File: config.mk
export PLATFORM = sky130hd
export DESIGN_NAME = tag_route_buffer_flat
export DESIGN_NICKNAME = d
export VERILOG_FILES = /design/src/rtl/tag_route_buffer_if.sv /design/src/rtl/tag_route_buffer.sv /design/src/flat_wrapper.sv
export SDC_FILE = /design/constraint.sdc
export NUM_CORES = 1
export LEC_CHECK = 0
export BUFFER_PORTS_ARGS = -buffer_cell sky130_fd_sc_hd__buf_2
export CAP_MARGIN = 5
export CORE_MARGIN = 5
export CORE_UTILIZATION = 62
export CTS_CLUSTER_SIZE = 24
export DETAILED_ROUTE_END_ITERATION = 16
export GPL_ROUTABILITY_DRIVEN = 0
export HOLD_SLACK_MARGIN = 0.15
export PLACE_DENSITY = 0.9
export SLEW_MARGIN = 20
export SYNTH_ARGS = -nofsm -noshare
export SYNTH_HDL_FRONTEND = slang
export SYNTH_SLANG_ARGS = --single-unit
File: constraint.sdc
create_clock -name clk -period 8.7 [get_ports clk]
set_input_delay 0.435 -clock clk [delete_from_list [all_inputs] [get_ports clk]]
set_output_delay 0.435 -clock clk [all_outputs]
set_load 0.03 [all_outputs]
File: src/rtl/tag_route_buffer_if.sv
// tag_route_buffer_if: input stream, per-port output streams, routing table and error flags of tag_route_buffer
// Signals:
//   in_valid/in_ready/in_data    - tagged input stream, in_data = {tag, payload}
//   out_valid/out_ready/out_data - N_OUT payload streams, port k at out_data[k*DATA_W +: DATA_W]
//   cfg_route                    - 2**TAG_W entries of {en, idx}
//   err_valid/err_tag            - sticky unmapped-tag flag and first offending tag
interface tag_route_buffer_if #(
    parameter int DATA_W = 32,
    parameter int TAG_W  = 4,
    parameter int N_OUT  = 2
);
    localparam int IDX_W = N_OUT > 1 ? $clog2(N_OUT) : 1;
    logic                             in_valid;
    logic                             in_ready;
    logic [TAG_W+DATA_W-1:0]          in_data;
    logic [N_OUT-1:0]                 out_valid;
    logic [N_OUT-1:0]                 out_ready;
    logic [N_OUT*DATA_W-1:0]          out_data;
    logic [(2**TAG_W)*(1+IDX_W)-1:0]  cfg_route;
    logic                             err_valid;
    logic [TAG_W-1:0]                 err_tag;
    modport master (
        output in_valid, in_data, out_ready, cfg_route,
        input  in_ready, out_valid, out_data, err_valid, err_tag
    );
    modport slave (
        input  in_valid, in_data, out_ready, cfg_route,
        output in_ready, out_valid, out_data, err_valid, err_tag
    );
endinterface

File: src/rtl/tag_route_buffer.sv
// tag_route_buffer: looks up each word's tag in a routing table and steers its payload into a per-output FIFO
// Ports:
//   clk   - clock
//   rst_n - asynchronous active-low reset
//   bus   - tag_route_buffer_if.slave (input stream, per-port output streams, cfg_route, err_valid/err_tag)
module tag_route_buffer #(
    parameter int DATA_W = 32,
    parameter int TAG_W  = 4,
    parameter int N_OUT  = 2,
    parameter int DEPTH  = 4
) (
    input logic               clk,
    input logic               rst_n,
    tag_route_buffer_if.slave bus
);
    localparam int IDX_W = N_OUT > 1 ? $clog2(N_OUT) : 1;
    localparam int ENT_W = 1 + IDX_W;
    localparam int PTR_W = $clog2(DEPTH);
    localparam int CNT_W = PTR_W + 1;
    logic [2**TAG_W-1:0][ENT_W-1:0] route_tbl;
    logic [TAG_W-1:0]               tag;
    logic [DATA_W-1:0]              payload;
    logic [IDX_W-1:0]               idx;
    logic                           mapped;
    logic                           accept;
    logic                           drop;
    logic [N_OUT-1:0]               full;
    logic [N_OUT-1:0]               push;
    logic [N_OUT-1:0]               valid;
    logic [N_OUT-1:0][DATA_W-1:0]   head;
    logic                           err_valid_q, err_valid_d;
    logic [TAG_W-1:0]               err_tag_q, err_tag_d;
    assign route_tbl = bus.cfg_route;
    assign {tag, payload} = bus.in_data;
    assign idx = route_tbl[tag][IDX_W-1:0];
    // idx values beyond N_OUT are treated like a disabled entry
    assign mapped = route_tbl[tag][IDX_W] && int'(idx) < N_OUT;
    // unmapped words are always accepted so they can be dropped
    assign bus.in_ready = !mapped || !full[idx];
    assign accept = bus.in_valid && bus.in_ready;
    assign drop = accept && !mapped;
    assign err_valid_d = err_valid_q || drop;
    assign err_tag_d = (drop && !err_valid_q) ? tag : err_tag_q;
    assign bus.out_valid = valid;
    assign bus.out_data = head;
    assign bus.err_valid = err_valid_q;
    assign bus.err_tag = err_tag_q;
    always_ff @(posedge clk or negedge rst_n) begin
        if (!rst_n) begin
            err_valid_q <= 1'b0;
            err_tag_q   <= '0;
        end else begin
            err_valid_q <= err_valid_d;
            err_tag_q   <= err_tag_d;
        end
    end
    for (genvar k = 0; k < N_OUT; k++) begin : g_port
        logic [DATA_W-1:0] mem_q [DEPTH];
        logic [PTR_W-1:0]  wr_ptr_q, wr_ptr_d;
        logic [PTR_W-1:0]  rd_ptr_q, rd_ptr_d;
        logic [CNT_W-1:0]  count_q, count_d;
        logic              pop;
        // full blocks pushes even when the same cycle pops
        assign full[k] = count_q == CNT_W'(DEPTH);
        assign push[k] = accept && mapped && int'(idx) == k;
        assign valid[k] = count_q != '0;
        assign pop = valid[k] && bus.out_ready[k];
        assign head[k] = valid[k] ? mem_q[rd_ptr_q] : '0;
        always_comb begin
            wr_ptr_d = wr_ptr_q + PTR_W'(push[k]);
            rd_ptr_d = rd_ptr_q + PTR_W'(pop);
            count_d  = count_q + CNT_W'(push[k]) - CNT_W'(pop);
        end
        always_ff @(posedge clk) begin
            if (push[k]) mem_q[wr_ptr_q] <= payload;
        end
        always_ff @(posedge clk or negedge rst_n) begin
            if (!rst_n) begin
                wr_ptr_q <= '0;
                rd_ptr_q <= '0;
                count_q  <= '0;
            end else begin
                wr_ptr_q <= wr_ptr_d;
                rd_ptr_q <= rd_ptr_d;
                count_q  <= count_d;
            end
        end
    end
endmodule
File: src/flat_wrapper.sv
// flat-port wrapper written by rule: the top's interface ports become plain ports
module tag_route_buffer_flat 
#(
    parameter int DATA_W = 32,
    parameter int TAG_W  = 4,
    parameter int N_OUT  = 2,
    parameter int DEPTH  = 4
)
  (clk, rst_n, bus_in_valid, bus_in_data, bus_out_ready, bus_cfg_route, bus_in_ready, bus_out_valid, bus_out_data, bus_err_valid, bus_err_tag);
  tag_route_buffer_if #(.DATA_W(DATA_W), .TAG_W(TAG_W), .N_OUT(N_OUT)) bus_i ();
  input logic clk;
  input logic rst_n;
  input wire logic [$bits(bus_i.in_valid)-1:0] bus_in_valid;
  input wire logic [$bits(bus_i.in_data)-1:0] bus_in_data;
  input wire logic [$bits(bus_i.out_ready)-1:0] bus_out_ready;
  input wire logic [$bits(bus_i.cfg_route)-1:0] bus_cfg_route;
  output wire logic [$bits(bus_i.in_ready)-1:0] bus_in_ready;
  output wire logic [$bits(bus_i.out_valid)-1:0] bus_out_valid;
  output wire logic [$bits(bus_i.out_data)-1:0] bus_out_data;
  output wire logic [$bits(bus_i.err_valid)-1:0] bus_err_valid;
  output wire logic [$bits(bus_i.err_tag)-1:0] bus_err_tag;
  assign bus_i.in_valid = bus_in_valid;
  assign bus_i.in_data = bus_in_data;
  assign bus_i.out_ready = bus_out_ready;
  assign bus_i.cfg_route = bus_cfg_route;
  assign bus_in_ready = bus_i.in_ready;
  assign bus_out_valid = bus_i.out_valid;
  assign bus_out_data = bus_i.out_data;
  assign bus_err_valid = bus_i.err_valid;
  assign bus_err_tag = bus_i.err_tag;
  tag_route_buffer #(.DATA_W(DATA_W), .TAG_W(TAG_W), .N_OUT(N_OUT), .DEPTH(DEPTH)) u_core (.clk(clk), .rst_n(rst_n), .bus(bus_i));
endmodule
After elaboration in Yosys (flattened, before gate mapping)
Memories as Yosys holds them, arrays and structs flattened.
Index checks and enable logic that the tools add are counted.
{"block": "word_totals", "reg_bits": 19, "ram_bits": 256, "input_bits": 73, "memories": 2}
{"block": "classes", "addsub": 8, "n_lt_le_gt_ge": 2, "n_eq_ne": 2, "muxes": 10, "n_bitwise": 1, "n_reduce_logical": 15}
{"name": "u_core.g_port[0].mem_q", "words": 4, "width": 32, "rd": 1, "rd_ports_with_merged_regs": 0, "write_ports": 1, "line": "tag_route_buffer.sv:58", "text": "logic [DATA_W-1:0] mem_q [DEPTH];"}
{"name": "u_core.g_port[1].mem_q", "words": 4, "width": 32, "rd": 1, "rd_ports_with_merged_regs": 0, "write_ports": 1, "line": "tag_route_buffer.sv:58"}
{"cell": "2-to-1 mux 32 bit", "count": 2}
{"cell": "adder 2 x 1 -> 2 bit", "count": 4}
{"cell": "binary-select mux 2 bit (select 4 bit)", "count": 1}
{"cell": "logical AND 1 bit", "count": 8}
{"cell": "adder 3 x 1 -> 3 bit", "count": 2}
{"cell": "== test 3 bit (second input constant)", "count": 2}
{"cell": "2-to-1 mux 1 bit", "count": 6}
{"cell": "nonzero test 3 bit", "count": 2}
{"cell": "subtractor 3 x 1 -> 3 bit", "count": 2}
{"cell": "less-than comparator 4 x 5 -> 1 bit (second input constant)", "count": 1}
{"cell": "zero test 1 bit", "count": 3}
{"cell": "logical OR 1 bit", "count": 2}
{"cell": "less-than comparator 1 x 2 -> 1 bit (second input constant)", "count": 1}
{"cell": "2-to-1 mux 2 bit", "count": 1}
{"cell": "NOT 1 bit", "count": 1}

Logic depth before layout (Yosys ltp)
Gate-level depths: netlist of run 1.
{"block": "logic_depth", "depth_word": 11, "depth_mapped": 13}

Least setup slack after synthesis of run 1
No wires, ideal clock.
{"block": "synth_path", "path_type": "input to register", "start": "input port bus_in_data[33]", "end": "memory u_core.g_port[0].mem_q[1][0] (enable)", "arrival_ps": 3962, "t_required_ps": 8232, "path_slack_ps": 4270, "path_stages": 6, "cell_sequence": "buf_6 -> mux2i_1 -> mux4_2 -> nor2_2 -> o221ai_2 -> nor3b_1"}
{"block": "synth_via", "elab_chain_len": 11, "elab_cells_between_ends": 13, "cone_classes": "mux (6); bitwise (1); reduce/logical (6)"}
{"item": "start, declared", "line": "flat_wrapper.sv:14", "text": "input wire logic [$bits(bus_i.in_data)-1:0] bus_in_data;"}
{"item": "binary-select mux 2 bit (select 4 bit) (*)", "line": "tag_route_buffer.sv:35, tag_route_buffer.sv:37"}
{"item": "2-to-1 mux 2 bit (implied by the code) (*)", "line": "tag_route_buffer.sv:35", "text": "assign idx = route_tbl[tag][IDX_W-1:0];"}
{"item": "2-to-1 mux 1 bit (implied by the code) (2 in series)", "line": "tag_route_buffer.sv:39", "text": "assign bus.in_ready = !mapped || !full[idx];"}
{"item": "zero test 1 bit", "line": "tag_route_buffer.sv:39"}
{"item": "logical OR 1 bit", "line": "tag_route_buffer.sv:39"}
{"item": "logical AND 1 bit", "line": "tag_route_buffer.sv:40", "text": "assign accept = bus.in_valid && bus.in_ready;"}
{"item": "logical AND 1 bit", "line": "tag_route_buffer.sv:65", "text": "assign push[k] = accept && mapped && int'(idx) == k;"}
{"item": "logical AND 1 bit (*)", "line": "tag_route_buffer.sv:65"}
{"item": "2-to-1 mux 1 bit (*)", "line": "tag_route_buffer.sv:75", "text": "if (push[k]) mem_q[wr_ptr_q] <= payload;"}
{"item": "2-to-1 mux 1 bit (implied by the code) (*)", "line": "tag_route_buffer.sv:75"}
{"item": "end, declared", "line": "tag_route_buffer.sv:58"}
Mark *: on every way between the ends. The rest lies on a longest branch, timed or not. The select of a mux whose other input is x is not followed.

Final worst setup path of run 1
{"block": "layout_path", "start": "input port bus_in_data[33]", "end": "memory u_core.g_port[1].mem_q[0][21] (enable)"}
{"block": "layout_via", "elab_chain_len": 11, "elab_cells_between_ends": 12, "cone_classes": "mux (6); reduce/logical (6)"}
{"item": "binary-select mux 2 bit (select 4 bit) (*)", "line": "tag_route_buffer.sv:35, tag_route_buffer.sv:37"}
{"item": "2-to-1 mux 2 bit (implied by the code) (*)", "line": "tag_route_buffer.sv:35"}
{"item": "2-to-1 mux 1 bit (implied by the code) (2 in series)", "line": "tag_route_buffer.sv:39"}
{"item": "zero test 1 bit", "line": "tag_route_buffer.sv:39"}
{"item": "logical OR 1 bit", "line": "tag_route_buffer.sv:39"}
{"item": "logical AND 1 bit", "line": "tag_route_buffer.sv:40"}
{"item": "logical AND 1 bit", "line": "tag_route_buffer.sv:65"}
{"item": "logical AND 1 bit (*)", "line": "tag_route_buffer.sv:65"}
{"item": "2-to-1 mux 1 bit (*)", "line": "tag_route_buffer.sv:75"}
{"item": "2-to-1 mux 1 bit (implied by the code) (*)", "line": "tag_route_buffer.sv:75"}
{"item": "end, declared", "line": "tag_route_buffer.sv:58"}
Marked as above.

==> impl_summary.txt, run 1 <==
----------------------------------------------------
[Logic synthesis]
  Flops & latches, synth ... 275
  Total nets after synthesis ... 616
  Mean post-synth cell area ... 20.7 um^2
  Mapped cell area ... 0.0110 mm^2
  Post-synth EDFFs ... 256
  Cell types with the largest area share after synthesis ... edfxtp_1 70%, mux4_2 13%, dfrtp_1 4.3%, nor2b_1 3.9%, mux2i_1 1.5%
  Yosys top cell area share ... 0.698
  Number of distinct standard cells referenced by the synthesized netlist ... 42
  Async set-or-reset flop fraction in the synthesized netlist ... 0.0691
  Leading register cell type out of synthesis ... edfxtp_1
  Gate count of the mapped netlist ... 533
  Post-synthesis cell type with the largest combined area ... edfxtp_1
  Proportion of synthesized chip area in sequential cells ... 0.741
  Yosys warning total ... 0

[Setup path]
  Crit path DAT ... 3290 ps
  Largest incremental delay on the critical path ... 820 ps
  CP Capture Type ... register
  Peak fanout along the critical path ... 20
  Critical path's slowest cell ... nor3_2
  Number of buffer and inverter stages on the critical path ... 2
  Required time of the worst setup path ... 8880 ps
  Dominant delay contributor by cell family on the critical path ... simple AND/OR/NAND/NOR gates
  Chain of cells forming the critical path ... buf_2 > mux2i_1 > mux4_2 > nor2_2 > o221ai_2 > nor3_2 > buf_4
  Start-to-end type of the worst setup path ... input pin to register
  Category of the worst setup path launch point ... input pin

[Clock network]
  CTS tree ... done
  Max Root-Sink Buffers ... 3
  Deepest level of the CTS H-tree ... 1
  TritonCTS Buffers ... 25
  CTS resizes ... 0
  Setup Fix Bufs, Post-CTS ... 0
  Reg clk slew, reported paths ... 70 ps
  Clock net sink count ... 275
  Source-to-sink clock delay at the later pin of the worst-skew pair ... 510 ps
  Hold buffer count at CTS ... 1
  Root buf cell ... clkbuf_16

[Timing]
  Setup violators final ... 0
  Worst Tran Pin Value ... 1060 ps
  Post-layout worst setup margin ... 5590 ps
  Post-route minimum period ... 3110 ps
  Worst Hold Slack ... 193 ps
  Max transition margin ... 0.293
  Clock skew ... 6.35 ps
  Achievable Freq ... 322 MHz
  Unrepaired setup endpoints after global routing ... false
  Final hold viol count ... 0
  Tcrit/Tclk final ... 0.357
  Setup TNS Final ... 0 ps
  Final slew viol count ... 0

[Routing]
  Initial detailed-routing violation count ... 526
  Vias per inst ... 6.11
  Antenna Violating Nets Remaining ... 0
  Top layer reached by signal wires ... met5
  WL met2 ... 12,400 um
  Average routed wire per standard cell ... 25.3 um
  DRT Wirelength ... 23,600 um
  Met3 WL post-DR ... 1500 um
  Detailed-route DRC error count ... 0
  DRT met1 WL ... 9030 um
  Total iterations of the first detailed-routing run ... 4
  Via count of the routed design ... 5,678

[Place]
  Worst Setup Slack post-DPL ... 5000 ps
  Half-perimeter wire length of the detailed placement result ... 13,900 um
  Placed Instance Area ... 0.0120 mm^2
  Port buffer count ... 144

[Final layout]
  Diode count ... 0
  Layout cells sized above 1 ... 0.401
  Total Nets Final ... 771
  Final standard cell area without fillers ... 0.0128 mm^2
  Area used by multi-input combinational logic ... 0.00270 mm^2
  Area taken by flip-flops and latches ... 0.00817 mm^2
  Number of fill cells ... 940
  Layout overhead on the synthesized area ... 16.1%

[Floorplanning]
  Core region area ... 0.0174 mm^2
  Die X ... 143 um
  Height of the die ... 143 um
  Starting density of the core ... 0.635
  Number of placement rows ... 48
  Boundary pin count ... 145
  Area of the die ... 0.0205 mm^2

[Outcome]
  Result of the run ... complete, no violations

[Pwr]
  Pleak ... 4.57 nW
  Total power ... 0.00425 W
  Power density over cell area ... 332 mW/mm^2
  Peak supply drop ... 0.205 mV

[GRT]
  Maximum number of pins on one net before global-route repair ... 35
  Vias in the first global route ... 6,075
  Global-route wire length before repair ... 35,800 um
  Initial antenna violation count ... 1
  Total congestion overflow ... 0
  Tot GR Track Use ... 0.235

[Worst hold path]
  Worst hold-check path type ... input pin to register

[Run]
  Number of maximum-capacitance constraint violations ... 0

----------------------------------------------------
[synth_stat cells, drive strengths merged (2+ instances only)]
| library cell | number |
|---|---|
| edfxtp | 256 |
| xnor2 | 2 |
| mux4 | 65 |
| nand2 | 4 |
| xor2 | 6 |
| ha | 8 |
| a22oi | 5 |
| nor3b | 7 |
| fa | 2 |
| clkbuf | 16 |
| dfrtp | 19 |
| nor2 | 6 |
| o221ai | 2 |
| and3 | 4 |
| nor3 | 4 |
| buf | 10 |
| nor2b | 69 |
| nand2b | 2 |
| inv | 11 |
| mux2 | 3 |
| mux2i | 16 |
[cells in the final DEF, fill, tap and decap left out, types with 10 or more instances in the layout]
cell type,instances
mux2i_1,16
buf_4,10
clkbuf_16,25
mux4_2,65
dfrtp_1,15
nor2b_1,69
edfxtp_1,256
inv_1,10
buf_2,144
[power breakdown]
group / total [W] / internal [W] / switching (W)
logic: 0.00149 / 0.000583 / 0.000912
registers: 0.00170 / 0.00155 / 0.000145
clock network: 0.00106 / 0.000605 / 0.000453
total: 0.00425 / 0.00274 / 0.00151
[worst paths after layout]
kind,from,end,slack [ps],cells after the start
max,bus_in_data[33],u_core.g_port[1].mem_q[0][21]$_DFFE_PP_,5590,7
min,bus_in_data[23],u_core.g_port[0].mem_q[2][23]$_DFFE_PP_,190,1
max reg2reg,u_core.g_port[0].count_q[0]$_DFF_PN0_,u_core.g_port[0].count_q[2]$_DFF_PN0_,5810,10
min reg2reg,u_core.bus.err_valid$_DFF_PN0_,u_core.bus.err_valid$_DFF_PN0_,500,1
max in group asynchronous,rst_n,u_core.g_port[1].rd_ptr_q[0]$_DFF_PN0_,7990,2
min in group asynchronous,rst_n,u_core.bus.err_valid$_DFF_PN0_,400,2
[sequential cells by signal (all words and copies together) (netlist names)]
name	cells
u_core.bus.err_tag	4
u_core.bus.err_valid	1
u_core.g_port.count_q	6
u_core.g_port.mem_q	256
u_core.g_port.rd_ptr_q	4
u_core.g_port.wr_ptr_q	4
[kinds of logic (layout without fill, tap and decap cells)]
family	after synthesis	in the layout	synth area share
buf+inv	38	210	0.0182
simple gates	104	104	0.0585
flops	275	275	0.741
compound gates	14	14	0.0119
fa+ha+maj	10	10	0.0127
mux	84	84	0.151
xor+xnor	8	8	0.00636
[through the flow]
stage / instances / utilization
floorplan: 533 / -
global placement: 885 / 0.691
detailed placement: 885 / 0.691
CTS: 930 / 0.737
global route: 930 / 0.737
finish: 930 / 0.737
[per-layer routing]
layer,global-route usage,vias to the layer above
met5,0,-
met3,0.0386,47
met4,0.0723,2
li1,-,2431
met1,0.312,2941
met2,0.407,257
[layout make-up]
| cell class | instances | share of cell area |
|---|---|---|
| sequential | 275 | 0.639 |
| multi-input combinational | 220 | 0.211 |
| timing repair buffer | 155 | 0.0630 |
| clock buffer | 31 | 0.0522 |
| tap | 225 | 0.0220 |
| clock inverter | 13 | 0.00949 |
| inverter | 11 | 0.00323 |
Power figures use the tool's default switching activity.
==> run 2, diff against run 1 <==
--- a/config.mk
+++ b/config.mk
@@ -8,12 +8,12 @@
 export BUFFER_PORTS_ARGS = -buffer_cell sky130_fd_sc_hd__buf_2
 export CAP_MARGIN = 5
 export CORE_MARGIN = 5
-export CORE_UTILIZATION = 62
+export CORE_UTILIZATION = 52
 export CTS_CLUSTER_SIZE = 24
 export DETAILED_ROUTE_END_ITERATION = 16
 export GPL_ROUTABILITY_DRIVEN = 0
 export HOLD_SLACK_MARGIN = 0.15
-export PLACE_DENSITY = 0.9
+export PLACE_DENSITY = 0.81
 export SLEW_MARGIN = 20
 export SYNTH_ARGS = -nofsm -noshare
 export SYNTH_HDL_FRONTEND = slang
==> constraint.sdc (replaced) <==
create_clock -name clk -period 2.8 [get_ports clk]
set_input_delay 0.14 -clock clk [delete_from_list [all_inputs] [get_ports clk]]
set_output_delay 0.14 -clock clk [all_outputs]
set_load 0.03 [all_outputs]
==> run 2 against run 1 <==
  * Critical path depth up 5
  * Utilization is 9.3 points lower
  * Clock skew is 11 ps higher
  * First-iteration DRC count fell by 14%
  * Global-route usage fell by 4.1 points
==> impl_summary.txt, run 2 (same netlist as run 1, synthesis figures left out) <==
----------------------------------------------------
[Outcome]
  Result of the run ... complete, no violations

[Floorplanning]
  Area of the die ... 0.0242 mm^2
  Number of placement rows ... 53
  Core region area ... 0.0210 mm^2
  Starting density of the core ... 0.526
  Height of the die ... 156 um
  Die X ... 156 um
  Boundary pin count ... 145

[Setup path]
  Required time of the worst setup path ... 3200 ps
  Source of the critical timing path ... bus_in_data[33]
  Critical path's slowest cell ... dlygate4sd3_1
  Chain of cells forming the critical path ... dlygate4sd3_1 > buf_4 > mux2i_1 > mux4_2 > nor2_4 > o221ai_2 > ha_1 > inv_1 > ha_1 > fa_1 > xor2_1 > xnor2_1
  Crit path DAT ... 3030 ps
  Crit path to ... u_core.g_port[0].count_q[2]$_DFF_PN0_
  Category of the worst setup path launch point ... input pin
  CP Capture Type ... register
  Depth of the most critical reg-to-reg path ... 10
  Cell occurring most often along the worst timing path ... ha_1
  Start-to-end type of the worst setup path ... input pin to register
  FF-to-FF setup slack ... 230 ps
  Reg-to-reg endpoint ... u_core.g_port[1].count_q[2]$_DFF_PN0_
  Peak fanout along the critical path ... 7
  FF-to-FF Start ... u_core.g_port[1].count_q[1]$_DFF_PN0_
  Largest incremental delay on the critical path ... 540 ps

[Timing]
  Worst Hold Slack ... 314 ps
  Max transition margin ... 0.376
  Post-route minimum period ... 2640 ps
  Achievable Freq ... 379 MHz
  Final slew viol count ... 0
  Setup TNS Final ... 0 ps
  Final hold viol count ... 0
  Unrepaired setup endpoints after global routing ... false
  Clock skew ... 17.0 ps
  Setup violators final ... 0
  Tcrit/Tclk final ... 0.942
  Worst Tran Pin Value ... 933 ps

[Pwr]
  Portion of total power attributed to combinational logic ... 0.358
  Peak supply drop ... 0.498 mV
  Switching fraction of total power ... 0.351
  Power density over cell area ... 983 mW/mm^2
  Internal portion of total power ... 0.00860 W
  Part of the total power dissipated in sequential elements ... 0.396
  Pleak ... 4.86 nW
  Clock share of power ... 0.247
  Switching Power ... 0.00465 W
  Total power ... 0.0133 W

[GRT]
  Maximum number of pins on one net before global-route repair ... 34
  Initial antenna violation count ... 0
  Global-route wire length before repair ... 35,900 um
  Tot GR Track Use ... 0.194
  Vias in the first global route ... 6,221
  Total congestion overflow ... 0

[Final layout]
  Number of fill cells ... 1,429
  Layout cells sized above 1 ... 0.389
  Diode count ... 0
  Registers with the highest flip-flop counts ... u_core.g_port.mem_q: 256 flops, u_core.g_port.count_q: 6 flops
  Number of flip-flops under the largest register name ... 256
  Total Nets Final ... 828
  Final core area utilization ... 0.643
  Layout overhead on the synthesized area ... 22.4%
  Commonest cells after routing, fill and taps aside ... 256 x edfxtp_1, 143 x buf_2, 69 x nor2b_1
  Number of non-filler instances in the completed layout ... 1,038
  Most common cell after layout, fill and taps aside ... edfxtp_1
  Most flops, register ... u_core.g_port.mem_q

[Routing]
  Total iterations of the first detailed-routing run ... 6
  Detailed-route DRC error count ... 0
  Vias per inst ... 5.58
  Average routed wire per standard cell ... 22.3 um
  Via count of the routed design ... 5,797
  Initial detailed-routing violation count ... 452
  Antenna Violating Nets Remaining ... 0
  DRT Wirelength ... 23,100 um

[Clock network]
  Max Root-Sink Buffers ... 3
  Source-to-sink clock delay at the later pin of the worst-skew pair ... 530 ps
  Root buf cell ... clkbuf_16
  TritonCTS Buffers ... 27
  Setup Fix Bufs, Post-CTS ... 0
  Deepest level of the CTS H-tree ... 1
  Clock net sink count ... 275
  CTS tree ... done
  Reg clk slew, reported paths ... 60 ps

[Place]
  Half-perimeter wire length of the detailed placement result ... 14,200 um
  Number of cells after detailed placement ... 950
  Port buffer count ... 144

[Worst hold path]
  Worst hold-check path type ... input pin to register

[Run]
  Number of maximum-capacitance constraint violations ... 0

----------------------------------------------------
[run 2: per-layer routing]
layer / track usage / vias to the layer above / routed length, um
met1: 0.259 / 3006 / 9320
met3: 0.0294 / 29 / 1390
met4: 0.0479 / 0 / 384
met5: 0 / - / 0
met2: 0.340 / 207 / 12100
li1: - / 2555 / -
[run 2: critical path, delay by kind of cell]
family	cells	cell delay, ps
multiplexers	2	640
AND/OR/NAND/NOR	1	160
buffers and inverters	3	760
XOR/XNOR	2	300
adder cells (fa/ha/maj)	3	890
AO/OA/AOI/OAI	1	140
[run 2: final cells by class]
| cell class | count | area (um^2) | share of cell area |
|---|---|---|---|
| sequential | 275 | 8170 | 0.606 |
| multi-input combinational | 220 | 2750 | 0.204 |
| timing repair buffer | 210 | 1380 | 0.102 |
| clock buffer | 33 | 698 | 0.0518 |
| tap | 275 | 344 | 0.0255 |
| clock inverter | 14 | 101 | 0.00752 |
| inverter | 11 | 41.3 | 0.00306 |
[run 2: power by group through the flow]
| stage | Clock [W] | Sequential (W) | Combinational (W) |
|---|---|---|---|
| final | 0.00327 | 0.00525 | 0.00474 |
| after floorplan | 0 | 0.00509 | 0.00351 |
| after detailed placement | 0 | 0.00534 | 0.00474 |
| after global placement | 0 | 0.00530 | 0.00467 |
| after CTS | 0.00332 | 0.00526 | 0.00482 |
| after global routing | 0.00352 | 0.00530 | 0.00504 |
[run 2: repair_timing]
action	in CTS	in global routing
endpoints found under the hold margin	282	0
hold buffers	41	0
gates resized for setup	0	6
setup endpoints to repair	0	2
[run 2: worst min path at each step]
stage | startpoint | end | slack (ps) | depth (start not counted)
2_1_floorplan | rst_n | u_core.bus.err_tag[0]$_DFFE_PN0P_ | -160 | 0
3_3_place_gp | rst_n | u_core.bus.err_tag[0]$_DFFE_PN0P_ | 120 | 1
3_5_place_dp | rst_n | u_core.bus.err_tag[0]$_DFFE_PN0P_ | 130 | 1
4_1_cts | bus_cfg_route[9] | u_core.bus.err_tag[3]$_DFFE_PN0P_ | 290 | 5
5_1_grt | bus_cfg_route[15] | u_core.bus.err_tag[3]$_DFFE_PN0P_ | 320 | 5
6_report | bus_cfg_route[9] | u_core.bus.err_tag[3]$_DFFE_PN0P_ | 310 | 5
[run 2: stage by stage]
| stage | setup WS (ps) | cell area [um^2] |
|---|---|---|
| after detailed placement | 25.5 | 12300 |
| after global placement | 155 | 12300 |
| final | 162 | 13500 |
| after floorplan | 148 | 11100 |
| after global routing | 12.2 | 13500 |
| after CTS | 27.4 | 13500 |
==> run 3, diff against run 2 <==
==> constraint.sdc (replaced) <==
create_clock -name clk -period 2.8 [get_ports clk]
set_input_delay 0.14 -clock clk [delete_from_list [all_inputs] [get_ports clk]]
set_output_delay 0.14 -clock clk [all_outputs]
set_load 0.1 [all_outputs]
==> run 3 against run 2 <==
  * Register-to-register slack improved by 20 ps
  * Clock skew fell by 7.4 ps
  * Hold slack worse by 140 ps
  * Global-route usage increased by 0.078 points
==> impl_summary.txt, run 3 (same netlist as run 1, synthesis figures left out) <==
----------------------------------------------------
[Outcome]
  Result of the run ... complete, no violations

[Final layout]
  Number of fill cells ... 1,425
  Most common cell after layout, fill and taps aside ... edfxtp_1
  Diode count ... 0
  Total Nets Final ... 831
  Layout overhead on the synthesized area ... 23.5%
  Registers with the highest flip-flop counts ... u_core.g_port.mem_q: 256 flops, u_core.g_port.count_q: 6 flops
  Commonest cells after routing, fill and taps aside ... 256 x edfxtp_1, 144 x buf_2, 69 x nor2b_1
  Layout cells sized above 1 ... 0.395
  Number of flip-flops under the largest register name ... 256
  Most flops, register ... u_core.g_port.mem_q

[Timing]
  Post-route minimum period ... 2680 ps
  Setup violators final ... 0
  Setup TNS Final ... 0 ps
  Tcrit/Tclk final ... 0.958
  Worst Tran Pin Value ... 898 ps
  Final slew viol count ... 0
  Unrepaired setup endpoints after global routing ... false
  Achievable Freq ... 373 MHz
  Clock skew ... 9.58 ps
  Final hold viol count ... 0
  Max transition margin ... 0.399

[Floorplanning]
  Height of the die ... 156 um
  Number of placement rows ... 53
  Core region area ... 0.0210 mm^2
  Die X ... 156 um
  Boundary pin count ... 145
  Starting density of the core ... 0.526
  Area of the die ... 0.0242 mm^2

[Setup path]
  Category of the worst setup path launch point ... register
  Start-to-end type of the worst setup path ... register to primary output
  Required time of the worst setup path ... 2660 ps
  Depth of the most critical reg-to-reg path ... 10
  Peak fanout along the critical path ... 25
  Crit path DAT ... 2540 ps
  CP Capture Type ... primary output

[Routing]
  Total iterations of the first detailed-routing run ... 4
  Average routed wire per standard cell ... 22.3 um
  Via count of the routed design ... 5,838
  Initial detailed-routing violation count ... 368
  Antenna Violating Nets Remaining ... 0
  Vias per inst ... 5.59
  Detailed-route DRC error count ... 0
  DRT Wirelength ... 23,300 um

[GRT]
  Total congestion overflow ... 0
  Tot GR Track Use ... 0.195
  Maximum number of pins on one net before global-route repair ... 34
  Global-route wire length before repair ... 36,200 um
  Vias in the first global route ... 6,324
  Initial antenna violation count ... 1

[Clock network]
  Source-to-sink clock delay at the later pin of the worst-skew pair ... 540 ps
  Root buf cell ... clkbuf_16
  Reg clk slew, reported paths ... 60 ps
  TritonCTS Buffers ... 27
  CTS tree ... done
  Max Root-Sink Buffers ... 3
  Setup Fix Bufs, Post-CTS ... 0
  Deepest level of the CTS H-tree ... 1
  Clock net sink count ... 275

[Run]
  Number of maximum-capacitance constraint violations ... 0

[Place]
  Port buffer count ... 144
  Half-perimeter wire length of the detailed placement result ... 14,300 um

[Worst hold path]
  Worst hold stages ... 3
  Worst hold-check path type ... input pin to register

----------------------------------------------------
run 3: layer usage:
metal | up-vias | GRT usage | routed length (um)
li1 | 2563 | - | -
met1 | 2977 | 0.254 | 8620
met2 | 263 | 0.341 | 12100
met3 | 33 | 0.0374 | 2060
met4 | 2 | 0.0517 | 424
met5 | - | 0 | 13
run 3: path summary, 6_finish.rpt:
kind,from,to,slack [ps]
min in group asynchronous,rst_n,u_core.g_port[0].wr_ptr_q[0]$_DFF_PN0_,820
max,u_core.g_port[1].rd_ptr_q[1]$_DFF_PN0_,bus_out_data[43],120
min reg2reg,u_core.bus.err_tag[3]$_DFFE_PN0P_,u_core.bus.err_tag[3]$_DFFE_PN0P_,490
max reg2reg,u_core.g_port[0].count_q[1]$_DFF_PN0_,u_core.g_port[0].count_q[2]$_DFF_PN0_,250
min,bus_out_ready[0],u_core.g_port[0].rd_ptr_q[0]$_DFF_PN0_,170
max in group asynchronous,rst_n,u_core.g_port[0].rd_ptr_q[1]$_DFF_PN0_,1370
run 3: layout make-up:
type                            instances  area (um^2)  area share
Timing Repair Buffer                  213         1430       0.105
Clock inverter                         15          151      0.0111
Clock buffer                           35          726      0.0533
Tap cell                              275          344      0.0253
Sequential cell                       275         8170       0.600
Inverter                               11         41.3     0.00303
Multi-Input combinational cell        220         2750       0.202
run 3: critical path, stage by stage, from the launching register on:
cell	delay, ps
dfrtp_2	850
buf_4	330
mux4_2	200
nor2b_1	160
buf_2	450
run 3: what timing repair did:
item | CTS | global route
resized for setup | 0 | 1
hold buffers | 40 | 0
hold endpoints to repair | 281 | 0
endpoints found under the setup margin | 0 | 1
run 3: per-stage QoR:
step	hold slack, ps	std cells	utilization	area (um^2)	worst slack [ps]
after floorplan	-156	533	-	11100	-255
after global placement	106	954	0.588	12300	147
after detailed placement	117	954	0.588	12300	-3.33
after CTS	188	1044	0.649	13600	108
after global routing	181	1044	0.650	13600	22.8
final	173	1044	0.650	13600	116
Power of run 3 is left out: the tool's default activity adds up to more than one toggle a clock period on the data nets, which glitch-free logic cannot reach.
